--- src/rtl/commit_lane_merge.sv ---
// Rebuilds full-warp commits from NUM_LANES-wide beats tagged pid/sop/eop.
// One partial instruction is accumulated; a separate output register holds the completed one.

module commit_lane_slot #(
  parameter int XLEN = 32
) (
  input  logic            base_mask,
  input  logic [XLEN-1:0] base_data,
  input  logic            wr_en,
  input  logic            wr_mask,
  input  logic [XLEN-1:0] wr_data,
  output logic            nxt_mask,
  output logic [XLEN-1:0] nxt_data
);
  logic hit;
  // Inactive lanes keep whatever an earlier beat left, so a repeated pid only overrides its active lanes.
  assign hit      = wr_en && wr_mask;
  assign nxt_mask = base_mask | hit;
  assign nxt_data = hit ? wr_data : base_data;
endmodule

module commit_lane_merge #(
  parameter int NUM_THREADS = 4,
  parameter int NUM_LANES   = 2,
  parameter int XLEN        = 32,
  parameter int META_W      = 64,
  parameter int PID_W       = (NUM_THREADS / NUM_LANES > 1) ? $clog2(NUM_THREADS / NUM_LANES) : 1
) (
  input  logic                        clk,
  input  logic                        reset,
  input  logic                        in_valid,
  output logic                        in_ready,
  input  logic [META_W-1:0]           in_meta,
  input  logic [NUM_LANES-1:0]        in_tmask,
  input  logic [NUM_LANES*XLEN-1:0]   in_data,
  input  logic [PID_W-1:0]            in_pid,
  input  logic                        in_sop,
  input  logic                        in_eop,
  output logic                        out_valid,
  input  logic                        out_ready,
  output logic [META_W-1:0]           out_meta,
  output logic [NUM_THREADS-1:0]      out_tmask,
  output logic [NUM_THREADS*XLEN-1:0] out_data,
  output logic                        err
);
  localparam int NUM_SLOTS = NUM_THREADS / NUM_LANES;

  typedef enum logic {IDLE, ACCUM} state_t;

  state_t                                state;
  logic [META_W-1:0]                     acc_meta;
  logic [NUM_THREADS-1:0]                acc_tmask;
  logic [NUM_THREADS-1:0][XLEN-1:0]      acc_data;
  logic [NUM_SLOTS-1:0]                  written;
  logic [NUM_THREADS-1:0][XLEN-1:0]      out_data_q;

  logic [NUM_LANES-1:0][XLEN-1:0]        in_lane;
  logic [NUM_THREADS-1:0]                base_mask, nxt_mask;
  logic [NUM_THREADS-1:0][XLEN-1:0]      base_data, nxt_data;
  logic [NUM_SLOTS-1:0]                  slot_hit, nxt_written;
  logic [PID_W:0]                        pid_ext;
  logic fire, pid_ok, start, cont, orphan, wr, done, dup, meta_bad, err_set;

  assign in_lane  = in_data;
  assign in_ready = !out_valid || out_ready;
  assign fire     = in_valid && in_ready;
  assign pid_ext  = {1'b0, in_pid};
  assign pid_ok   = pid_ext < (PID_W+1)'(NUM_SLOTS);

  assign start  = fire && in_sop;
  assign cont   = fire && !in_sop && (state == ACCUM);
  assign orphan = fire && !in_sop && (state == IDLE);
  assign wr     = start || cont;
  assign done   = wr && in_eop;

  // A sop beat starts from an empty accumulator, discarding any partial instruction.
  assign base_mask = start ? '0 : acc_tmask;
  assign base_data = start ? '0 : acc_data;

  for (genvar s = 0; s < NUM_SLOTS; s++) begin : g_slot
    assign slot_hit[s] = pid_ok && (in_pid == PID_W'(s));
  end

  for (genvar t = 0; t < NUM_THREADS; t++) begin : g_lane
    commit_lane_slot #(.XLEN(XLEN)) u_slot (
      .base_mask (base_mask[t]),
      .base_data (base_data[t]),
      .wr_en     (wr && slot_hit[t / NUM_LANES]),
      .wr_mask   (in_tmask[t % NUM_LANES]),
      .wr_data   (in_lane[t % NUM_LANES]),
      .nxt_mask  (nxt_mask[t]),
      .nxt_data  (nxt_data[t])
    );
  end

  assign nxt_written = (start ? '0 : written) | slot_hit;
  assign dup         = cont && |(written & slot_hit);
  assign meta_bad    = cont && (in_meta != acc_meta);
  assign err_set     = orphan || (start && state == ACCUM) || meta_bad || (wr && !pid_ok) || dup;

  assign out_data = out_data_q;

  always_ff @(posedge clk) begin
    if (reset) begin
      state      <= IDLE;
      acc_meta   <= '0;
      acc_tmask  <= '0;
      acc_data   <= '0;
      written    <= '0;
      out_valid  <= 1'b0;
      out_meta   <= '0;
      out_tmask  <= '0;
      out_data_q <= '0;
      err        <= 1'b0;
    end else begin
      if (err_set) err <= 1'b1;
      if (wr) begin
        acc_tmask <= nxt_mask;
        acc_data  <= nxt_data;
        written   <= nxt_written;
        if (start) acc_meta <= in_meta;
        state <= in_eop ? IDLE : ACCUM;
      end
      // in_ready guarantees the output slot is free or draining whenever done is set.
      if (done) begin
        out_valid  <= 1'b1;
        out_tmask  <= nxt_mask;
        out_data_q <= nxt_data;
        out_meta   <= start ? in_meta : acc_meta;
      end else if (out_ready) begin
        out_valid <= 1'b0;
      end
    end
  end
endmodule

--- config.mk ---
export PLATFORM = sky130hd
export DESIGN_NAME = commit_lane_merge
export DESIGN_NICKNAME = d
export VERILOG_FILES = /design/src/rtl/commit_lane_merge.sv
export SDC_FILE = /design/constraint.sdc
export NUM_CORES = 1
export LEC_CHECK = 0
export CORE_MARGIN = 3
export CORE_UTILIZATION = 43
export CTS_CLUSTER_DIAMETER = 50
export DETAILED_ROUTE_END_ITERATION = 10
export PLACE_DENSITY = 0.74
export SLEW_MARGIN = 0
export SYNTH_ARGS = -nofsm -noshare
export SYNTH_HDL_FRONTEND = slang
export SYNTH_SLANG_ARGS = --single-unit
export TNS_END_PERCENT = 30
--- constraint.sdc ---
create_clock -name clk -period 2.7 [get_ports clk]
set_clock_uncertainty 0.2 [all_clocks]
set_input_delay 0.81 -clock clk [delete_from_list [all_inputs] [get_ports clk]]
set_output_delay 0.81 -clock clk [all_outputs]
set_load 0.02 [all_outputs]
# After elaboration in Yosys (flattened, before gate mapping)
# Index checks and enable logic that the tools add are counted.
classes:
  n_lt_le_gt_ge: 1
  n_eq_ne: 1
  n_mux: 11
  bitwise: 8
  n_reduce_logical: 29
ops:
  columns: ["operator", "n"]
  rows:
  - ["128-bit two-way mux", 1]
  - ["32-bit two-way mux", 4]
  - ["64-bit two-way mux", 1]
  - ["64-bit != test", 1]
  - ["1-bit logical AND", 18]
  - ["1-bit logical OR", 6]
  - ["4-bit two-way mux", 1]
  - ["1-bit OR", 4]
  - ["1-bit logical NOT", 3]
  - ["1-bit two-way mux", 3]
  - ["2-bit bitwise AND", 1]
  - ["1-bit by 2-bit less-than comparator with 1-bit output, second input constant", 1]
  - ["2-bit two-way mux", 1]
  - ["1-bit NOT", 2]
  - ["2-bit OR", 1]
  - ["2-bit nonzero test", 1]
  - ["2-bit OR reduction", 1]
totals:
  register_bits: 397
  in_bits: 137
  out_inout_bits: 199
  wordCells: 66

# Depth between registers and ports, before layout
logic_depth:
  word_depth: 9
  depth_mapped: 10

# By module
# A second synthesis with hierarchy kept.
hier_totals:
  hier_cells: 1975
  area_unflattened_um2: 17000.1
by_module_without_submodules:
  columns: ["mod", "instances", "cells_per_inst", "area_per_inst_um2", "seq_area_each_um2"]
  rows:
  - ["commit_lane_merge", 1, 1827, 14938.1, 7947.6]
  - ["commit_lane_slot", 4, 37, 515.5, 0.0]

# Least setup slack after synthesis
# Ideal clock, no wire load.
synth_path:
  kind: "input -> register"
  startpoint: "in out_ready"
  endpoint: "reg out_meta[0]"
  setup_ns: 0.117
  arrival_time_ns: 2.113
  t_required_ns: 2.383
  setup_slack_ns: 0.270
  cell_stages: 9
  path_cell_list: "nand2b_1 > buf_4 > o211a_1 > buf_6 > and2_1 > buf_6 > buf_6 > buf_2 > o22a_1"
synth_via:
  elab_chain_cells: 6
  word_cells_on_any_way: 8
  classes_between: "mux (1); reduce/logical (7)"
synth_lines:
  columns: ["item", "line_no", "rtl"]
  rows:
  - ["start, declared", "40", "input logic out_ready,"]
  - ["1-bit logical OR (*)", "65", "assign in_ready = !out_valid || out_ready;"]
  - ["named net in_ready", "32", "output logic in_ready,"]
  - ["1-bit logical AND (*)", "66", "assign fire = in_valid && in_ready;"]
  - ["1-bit logical AND (2 in a row)", "71", "assign cont = fire && !in_sop && (state == ACCUM);"]
  - ["1-bit logical OR", "73", "assign wr = start || cont;"]
  - ["1-bit logical AND", "74", "assign done = wr && in_eop;"]
  - ["end signal, assigned", "129", "out_meta <= start ? in_meta : acc_meta;"]
  - ["end, declared", "41", "output logic [META_W-1:0] out_meta,"]
# The timed path passes the listed nets; every way through them passes the cells marked *.
# A chain may end at the register's enable or synchronous reset.

# Worst setup path in the final report
layout_path:
  startpoint: "reg err"
  endpoint: "out err"
layout_rtl:
  columns: ["item", "line_no", "rtl"]
  rows:
  - ["start, declared", "44", "output logic err"]
  - ["start signal, assigned", "114", "err <= 1'b0;"]
  - ["start signal, assigned", "116", "if (err_set) err <= 1'b1;"]
# No word-level cell between the ends.

==> metrics.md <==
| Metric | Value |
|---|---|
| Post-DP HPWL | 29.2 mm |
| Top cell type's share of synthesized area | 52.0% |
| Peak VDD IR | 0.468 mV |
| Worst min-delay path class | register to register |
| Worst Max-Slew Pin Slew | 0.431 ns |
| CTS clock-pin slew for the worst setup and hold paths | 0.06 ns |
| Tcrit/Tclk final | 96.9% |
| Min Clock Period, post-route | 2.62 ns |
| TritonCTS Buffers | 43 |
| Final Cell Area | 0.0210 mm^2 |
| CTS Buffer Depth | 3 |
| Status | completed |
| I/O Buffers | 335 |
| Synth warn | 0 |
| Leakage power | 8.85 nW |
| Filler Cells Inserted | 2,867 |
| FF+latch count, synth | 397 |
| Register area share after synthesis | 52.0% |
| Grt peak-use layer | met2 |
| Gr ovfl total | 0 |
| Post-synth cell types | 34 |
| Critical Path Stages | 1 |
| Endpoint type of the worst setup path | output port |
| Sequential cell area | 0.00795 mm^2 |
| Setup CP Type | register to output port |
| Worst Hold Depth | 2 |
| Layout cells sized above 1 | 12.5% |
| Crit path largest cell delay | 0.65 ns |
| Syn Nets | 1,681 |
| Setup WS pre-CTS | -0.368 ns |
| CP Max Fanout | 3 |
| # diodes | 0 |
| PnR worst setup slack | 0.0827 ns |
| Initial Util | 43.9% |
| WHS Endpoint | acc_tmask[3] |
| Sink Count | 397 |
| Critical R2R Launch | out_valid |
| DR vias | 12,300 |
| Antenna viol nets, final | 0 |
| Synth Flop Type | dfxtp_1 |
| Family with the most delay on the worst path | buffers and inverters |
| Post-CTS Setup Inserts | 0 |
| Worst-case reg-to-reg path depth | 8 |
| Max-Cap Viols | 0 |
| Vias in the first global route | 12,000 |
| Final Hold Fails | 0 |
| Post-synth EDFFs | 0 |
| Setup TNS | 0 ns |
| Global Route met1 Usage | 27.3% |
| Final Slew Violations | 0 |
| RSZ-0062 raised after global routing | false |
| Die H | 195 um |
| Post-synth top cells | dfxtp_1 (397), nor2_1 (259), nand2_1 (135) |
| Initial antenna violation count | 6 |
| DR iter-0 viols | 548 |
| Most common cell in the netlist | dfxtp_1 |
| PnR Total Power | 14.0 mW |
| Worst hold slack | 0.272 ns |
| Synthesized area | 0.0153 mm^2 |
| Top post-synthesis cells by area | dfxtp_1 (52%), mux2i_1 (8.4%), nor2_1 (6.4%) |
| Via/cell ratio | 5.15 |
| Drt pass-1 iters | 4 |
| Placement Cell Area | 0.0196 mm^2 |
| Die area | 0.0378 mm^2 |
| Rel. slew slack | 71.0% |
| Inst Count DP | 2,308 |
| Critical Path RT | 1.69 ns |
| Finished Layout Cells | 2,386 |
| Worst-Skew Late Latency | 0.54 ns |
| Critical path arrival | 1.61 ns |
| Pwr/cell area | 664 mW/mm^2 |
| First-pass GRT wire length | 65.7 mm |
| FFs w/ async S/R, synth | 0% |
| Post-CTS Resized | 4 |
| Worst setup SP type | register |
| Fmax | 382 MHz |
| # nets final | 2,035 |
| CTS tree | yes |
| Crit path buf inv count | 1 |
| Reg2Reg Setup Slack | 0.56 ns |
| Routing usage on met3 | 6.27% |
| Critical path's slowest cell | clkdlybuf4s50_1 |
| Syn avg cell area | 9.90 um^2 |
| Area Growth Syn to Fin | 37.6% |
| Placer Congestion | 0.831 |
| Rows | 68 |
| CTS Hold Bufs | 0 |
| DRC viols | 0 |
| Drt wl/cell | 17.5 um |
| WL final | 41.8 mm |
| GRT Util Overall | 21.3% |
| R2R Path End | out_data[81] |
| Cell taking the most area after synthesis | dfxtp_1 |
| Crit path cell chain | clkdlybuf4s50_1 |
| Root Buffer | clkbuf_16 |
| Multi-input logic area | 0.00663 mm^2 |
| GR Util met2 | 35.0% |
| Final design utilization | 60.4% |
| H-tree levels | 2 |
| Num ports | 336 |
| Cell count after synthesis | 1,544 |
| Core Region | 0.0348 mm^2 |
| Die Width | 195 um |
| Worst Min Path Start | acc_tmask[3] |
| Final setup vio count | 0 |
| Pin count of the biggest net entering global routing | 60 |
worst min-delay path: cells and delay by family, from the launching register on:
kind	cells	cell delay, ns
AOI/OAI and AO/OA	1	0.07
DFF	1	0.30
and+or+nand+nor	1	0.05
cell families (layout without fill, tap and decap cells):
group	after synthesis	in the layout	synth area share [%]
compound gates	276	276	15.1
xor+xnor	60	60	3.44
buf+inv	129	516	4.72
flops	397	397	52.0
mux	129	129	8.45
simple gates	553	553	16.3
where the power goes:
part / internal, mW / total (mW) / switching, mW
Clock: 3.39 / 5.73 / 2.34
Sequential: 6.14 / 6.30 / 0.156
Combinational: 0.945 / 1.93 / 0.988
Total: 10.5 / 14.0 / 3.49
per-layer routing:
metal,share of wire [%],up-vias
met5,0.18,-
met2,46,362
met4,2.3,12
met3,8.2,76
met1,43,5869
li1,-,5961
sequential cells by signal, indices dropped and copies added (netlist names):
register	cells
acc_meta	64
state	1
acc_tmask	4
acc_data	128
out_meta	64
out_data	128
err	1
written	2
out_valid	1
out_tmask	4
how the worst max path moves through the flow:
| stage | slack, ns | to | from |
|---|---|---|---|
| after floorplan | 0.27 | out_meta[0] | out_ready |
| after global placement | -0.35 | in_ready | out_ready |
| after detailed placement | -0.37 | out_data[81] | out_ready |
| after CTS | 0.03 | out_data[95] | out_data[95] |
| after global routing | 0.008 | out_data[90] | out_ready |
| final | 0.08 | err | err |
area by class of cell:
| type | instances | area share (%) |
|---|---|---|
| tap | 455 | 2.71 |
| clock inverter | 13 | 0.393 |
| clock buffer | 65 | 6.28 |
| timing repair buffer | 432 | 21.2 |
| inverter | 6 | 0.107 |
| multi-input combinational | 1018 | 31.5 |
| sequential | 397 | 37.8 |
cell usage in the layout, fill, tap and decap left out, types with 12 or more instances in the layout:
master             n
a211oi_1          64
a211oi_2          64
a21oi_1           71
and2_1           128
buf_12            30
buf_4             67
clkbuf_16         45
clkbuf_8          12
clkdlybuf4s50_1  332
dfxtp_1          397
mux2i_1          129
nand2_1          135
nand4_1           14
nor2_1           259
o22a_1            68
xnor2_1           59
Note: power is estimated with default switching activity, not from simulation.
